==> src/rtl/dds_cosine_core.sv <==
// Phase-accumulator DDS producing a signed 8-bit cosine sample every clock.
// The cosine table is a 65-point quarter-wave ROM folded by the top two phase bits.
module dds_cosine_core #(
    parameter int PHASE_W = 32,
    parameter int OUT_W   = 8,
    parameter int LUT_AW  = 8
) (
    input  logic               clk,
    input  logic               reset_n,
    input  logic               sclr,
    input  logic [PHASE_W-1:0] pinc_in,
    input  logic [PHASE_W-1:0] poff_in,
    output logic [OUT_W-1:0]   cosine,
    output logic [PHASE_W-1:0] phase_out
);

    logic [PHASE_W-1:0] acc_r;
    logic [PHASE_W-1:0] phase_r;
    logic [OUT_W-1:0]   cosine_r;
    logic [PHASE_W-1:0] acc_next_s;
    logic [PHASE_W-1:0] phase_next_s;
    logic [OUT_W-1:0]   cosine_next_s;

    // round(127*cos(k*pi/128)) for k = 0..64
    function automatic logic [7:0] quarter_rom(input logic [6:0] k);
        logic [7:0] v;
        case (k)
            7'd0:  v = 8'd127; 7'd1:  v = 8'd127; 7'd2:  v = 8'd127; 7'd3:  v = 8'd127;
            7'd4:  v = 8'd126; 7'd5:  v = 8'd126; 7'd6:  v = 8'd126; 7'd7:  v = 8'd125;
            7'd8:  v = 8'd125; 7'd9:  v = 8'd124; 7'd10: v = 8'd123; 7'd11: v = 8'd122;
            7'd12: v = 8'd122; 7'd13: v = 8'd121; 7'd14: v = 8'd120; 7'd15: v = 8'd118;
            7'd16: v = 8'd117; 7'd17: v = 8'd116; 7'd18: v = 8'd115; 7'd19: v = 8'd113;
            7'd20: v = 8'd112; 7'd21: v = 8'd111; 7'd22: v = 8'd109; 7'd23: v = 8'd107;
            7'd24: v = 8'd106; 7'd25: v = 8'd104; 7'd26: v = 8'd102; 7'd27: v = 8'd100;
            7'd28: v = 8'd98;  7'd29: v = 8'd96;  7'd30: v = 8'd94;  7'd31: v = 8'd92;
            7'd32: v = 8'd90;  7'd33: v = 8'd88;  7'd34: v = 8'd85;  7'd35: v = 8'd83;
            7'd36: v = 8'd81;  7'd37: v = 8'd78;  7'd38: v = 8'd76;  7'd39: v = 8'd73;
            7'd40: v = 8'd71;  7'd41: v = 8'd68;  7'd42: v = 8'd65;  7'd43: v = 8'd63;
            7'd44: v = 8'd60;  7'd45: v = 8'd57;  7'd46: v = 8'd54;  7'd47: v = 8'd51;
            7'd48: v = 8'd49;  7'd49: v = 8'd46;  7'd50: v = 8'd43;  7'd51: v = 8'd40;
            7'd52: v = 8'd37;  7'd53: v = 8'd34;  7'd54: v = 8'd31;  7'd55: v = 8'd28;
            7'd56: v = 8'd25;  7'd57: v = 8'd22;  7'd58: v = 8'd19;  7'd59: v = 8'd16;
            7'd60: v = 8'd12;  7'd61: v = 8'd9;   7'd62: v = 8'd6;   7'd63: v = 8'd3;
            7'd64: v = 8'd0;
            default: v = 8'd0;
        endcase
        return v;
    endfunction

    // Folding keeps LUT(256-i)=LUT(i) and LUT(128+i)=-LUT(i) exact by construction
    function automatic logic [7:0] cos_lut(input logic [7:0] idx);
        logic [6:0] k;
        logic [6:0] k_mirror;
        logic [7:0] v;
        k        = {1'b0, idx[5:0]};
        k_mirror = 7'd64 - k;
        case (idx[7:6])
            2'd0:    v = quarter_rom(k);
            2'd1:    v = 8'd0 - quarter_rom(k_mirror);
            2'd2:    v = 8'd0 - quarter_rom(k);
            2'd3:    v = quarter_rom(k_mirror);
            default: v = 8'd0;
        endcase
        return v;
    endfunction

    // Next-state: clear overrides accumulation; phase and cosine use pre-update state
    always_comb begin
        acc_next_s    = acc_r;
        phase_next_s  = phase_r;
        cosine_next_s = cosine_r;
        if (sclr) begin
            acc_next_s    = '0;
            phase_next_s  = '0;
            cosine_next_s = '0;
        end else begin
            acc_next_s    = acc_r + pinc_in;
            phase_next_s  = acc_r + poff_in;
            cosine_next_s = OUT_W'(cos_lut(phase_r[PHASE_W-1 -: LUT_AW]));
        end
    end

    // State registers with asynchronous clear
    always_ff @(posedge clk or negedge reset_n) begin
        if (!reset_n) begin
            acc_r    <= '0;
            phase_r  <= '0;
            cosine_r <= '0;
        end else begin
            acc_r    <= acc_next_s;
            phase_r  <= phase_next_s;
            cosine_r <= cosine_next_s;
        end
    end

    assign cosine    = cosine_r;
    assign phase_out = phase_r;

endmodule

==> config.mk <==
export PLATFORM = sky130hd
export DESIGN_NAME = dds_cosine_core
export DESIGN_NICKNAME = d
export VERILOG_FILES = /design/src/rtl/dds_cosine_core.sv
export SDC_FILE = /design/constraint.sdc
export NUM_CORES = 1
export LEC_CHECK = 0
export ABC_AREA = 1
export CORE_MARGIN = 2
export CORE_UTILIZATION = 51
export DETAILED_ROUTE_END_ITERATION = 8
export PLACE_DENSITY = 0.76
export REMOVE_ABC_BUFFERS = 1
export SETUP_SLACK_MARGIN = 0.3
export SYNTH_ARGS = -nofsm -noshare
export SYNTH_HDL_FRONTEND = slang
export SYNTH_SLANG_ARGS = --single-unit
==> constraint.sdc <==
create_clock -name clk -period 3.1 [get_ports clk]
set_clock_uncertainty 0.2 [all_clocks]
set_input_delay 0.62 -clock clk [delete_from_list [all_inputs] [get_ports clk]]
set_output_delay 0.62 -clock clk [all_outputs]
set_load 0.005 [all_outputs]
==> impl_metrics.py <==
metrics = {
    "grt": {
        "antenna_found_initial": 0,
        "grt_use_total": 0.332,
        "grt_max_degree": 73,
        "grt_remaining_overflow": 0,
        "grt_pass1_vias": 8016,
        "grt_pass1_wl_um": 38500,
    },
    "flow_run": {
        "maxCapViolCount": 0,
    },
    "routing": {
        "drc": 0,
        "initialDrtViolationCount": 798,
        "totalWireLength_um": 24800,
        "vias": 8354,
        "postRouteAntennaNets": 0,
        "vias_per_cell": 5.66,
        "first_pass_iters": 6,
        "wl_per_cell_um": 16.8,
    },
    "logic_synthesis": {
        "synth_commonest_cells": "nand2_1, nor2_1, a21oi_1",
        "yosysMostFrequentCell": "nand2_1",
        "synth_top_area_cell": "dfrtp_1",
        "synth-seq-cells": 72,
        "synthAdderAreaFrac": 0.145,
        "synth_edf_count": 0,
        "netlist.area_leader.share": 0.251,
        "yosysSeqAreaShare": 0.251,
        "synth-xor-area-share": 0.0305,
        "syn_area_per_cell_um2": 6.72,
        "yosys_warnings": 0,
        "muxShareOfSynthArea": 0,
        "netlist_area_um2": 7190,
        "synth_area_leaders": "dfrtp_1, ha_1, nand2_1",
        "synth_simple_gate_area_frac": 0.295,
        "synth_top_family_by_area": "simple AND/OR/NAND/NOR gates",
        "synthFlopType": "dfrtp_1",
        "synth-async-reset-ratio": 1.00,
        "ys_types": 44,
        "syn_inst": 1070,
        "synth_compound_area_frac": 0.209,
    },
    "sta": {
        "setup_tns_ps": 0,
        "maxSlewHeadroom": 0.357,
        "grt_setup_unrepaired": "yes",
        "worst_slew_pin_slew_ps": 965,
        "fin_crit_ps": 2830,
        "fin_crit_sh": 0.914,
        "setup_violations": 0,
        "final_hold_viol_count": 0,
        "fmax_ghz": 0.353,
        "maxSlewViolCount": 0,
        "postLayoutSetupSlackWorst_ps": 266,
    },
    "critical_path": {
        "cp_slowest_cell": "dfrtp_1",
        "path_class": "reg -> reg",
        "slowest_delay_ps": 400,
        "cp.arrival_ps": 2870,
        "crit_required_ps": 3140,
        "cpMostUsedCell": "nand2_1",
        "critPathLaunchType": "flop",
        "end_kind": "flop",
        "cp_max_fo": 5,
        "crit_chain": "inv_2 > ha_4 > inv_4 > ha_4 > clkinvlp_4 > buf_4 > nand2_1 > nand3_1 > nand3_1 > nand2_1 > nand2_1 > nand3_2 > nand2_1 > nand2_2 > ha_4 > nand3_4 > o21ai_0 > a31oi_1 > nor2_1",
    },
    "floorplanning": {
        "start_util": 0.520,
        "die_h_um": 123,
        "rows": 43,
        "die_w_um": 123,
        "placeableCoreArea_um2": 13800,
        "io_pins": 107,
        "dieArea_um2": 15100,
    },
    "clock_network": {
        "clk_latency_ps": 350,
        "cts.clk_slew.worst_paths_ps": 70,
        "clkSinkCount": 72,
        "htree_levels": 3,
        "ctsHoldBuffers": 0,
        "numCtsBuffers": 9,
        "ctsRootBufferMaster": "clkbuf_16",
        "cts_tree": "done",
        "clk_path_buf_depth": 2,
    },
    "layout": {
        "drive_above_1_share": 0.189,
        "antenna_cells": 0,
        "nNetsFinal": 1440,
        "areaGrowthSynthToFinish_pct": 40.0,
    },
    "hold_path": {
        "min_path_type": "in -> async",
    },
    "power": {
        "power_leakage_nw": 4.86,
        "swShare": 0.501,
        "seqPwrFrac": 0.130,
        "vdd_drop_max_mv": 0.468,
        "internal_power_w": 0.00605,
        "pwr-share-clk": 0.104,
        "power_density_nw_per_um2": 1210,
        "combPwrFrac": 0.766,
        "power_switching_w": 0.00608,
    },
    "placed_design": {
        "place.detailed.hpwl_um": 19100,
        "place.gp.congestion": 0.959,
        "dpl_worst_slack_ps": -245,
        "io_buffers": 106,
    },
    "outcome": {
        "run_status": "finished clean",
    },
}
-- routing by layer --
metal,vias to the layer above,global-route usage,part of all wire
li1,4112,-,-
met1,3828,0.406,0.42
met2,334,0.570,0.48
met3,80,0.0409,0.049
met4,0,0.173,0.049
met5,-,0,0
-- final cells by class --
| class | count | area [µm²] |
|---|---|---|
| Clock buffer | 10 | 239 |
| Clock inverter | 6 | 115 |
| Fill cell | 1159 | 3770 |
| Inverter | 102 | 392 |
| Multi-Input combinational cell | 875 | 5250 |
| Sequential cell | 72 | 1800 |
| Tap cell | 180 | 225 |
| Timing Repair Buffer | 231 | 2040 |
-- cells by family after synthesis --
family | count (synthesis)
buf+inv | 123
flops | 72
xor+xnor | 25
fa+ha+maj | 82
simple gates | 494
compound gates | 274
-- cell usage in the layout (no fill, tap or decap), types with 3 or more instances in the layout --
cell type and count:
dlymetal6s2s_1 5, inv_2 7, nand2_2 25, o21ai_0 85, clkdlybuf4s50_1 100, bufinv_16 3, nor2_4 3, o221ai_1 8
nor2_1 122, nand4_1 14, a21oi_2 14, buf_4 120, dfrtp_1 72, nand3_2 11, a31oi_1 9, clkbuf_16 9
a21oi_1 107, nor4_1 3, nor3_1 10, nor2_2 3, nand3_1 64, nand2_1 224, o21a_1 9, xor2_1 14
xnor2_1 11, ha_4 9, o21ai_2 11, buf_6 5, ha_1 68, ha_2 3, nand2_4 5, o211ai_1 7
a21o_1 7, o21ai_1 9, inv_1 90
-- metrics by stage --
stage	utilization	cell area, µm²	hold WS (ps)	std cells	power (W)
5_1_grt	0.727	10100	312	1476	0.0131
2_1_floorplan	-	7070	124	1049	0.00651
3_3_place_gp	0.667	9220	421	1451	0.00959
6_report	0.727	10100	214	1476	0.0121
4_1_cts	0.702	9710	260	1471	0.0112
3_5_place_dp	0.667	9220	416	1451	0.00965
-- power by group through the flow --
stage / clock, W / sequential [W] / combinational [W]
after floorplan: 0 / 0.00159 / 0.00492
after global placement: 0 / 0.00157 / 0.00802
after detailed placement: 0 / 0.00158 / 0.00807
after CTS: 0.00127 / 0.00157 / 0.00839
after global routing: 0.00130 / 0.00161 / 0.0102
final: 0.00126 / 0.00158 / 0.00929
-- sequential cells by signal, summed over array words and instances, names as in the netlist --
signal,cells
acc_r,32
phase_out,32
cosine,8
-- path summary, 6_finish.rpt --
path                                     from        end  slack (ps)  cells past startpoint
worst min-delay path                  reset_n   acc_r[5]         210                      1
min in group clk                     acc_r[0]   acc_r[0]         480                      3
worst max-delay path            phase_out[25]  cosine[4]         270                     19
worst max register to register  phase_out[25]  cosine[4]         270                     19
max in group asynchronous             reset_n  cosine[0]        1850                      1
worst min register to register       acc_r[0]   acc_r[0]         480                      3
-- critical path: cells and delay by family, from the launching register on --
kind / cells / cell delay [ps]
compound gates: 2 / 280
fa+ha+maj: 3 / 620
buf+inv: 4 / 460
flops: 1 / 400
simple gates: 10 / 760
-- what timing repair did --
action,4_1_cts,5_1_grt
pin swaps,12,34
buffers inserted,4,5
endpoints found under the setup margin,29,42
resized for setup,33,83
Note: power is estimated with default switching activity, not from simulation.
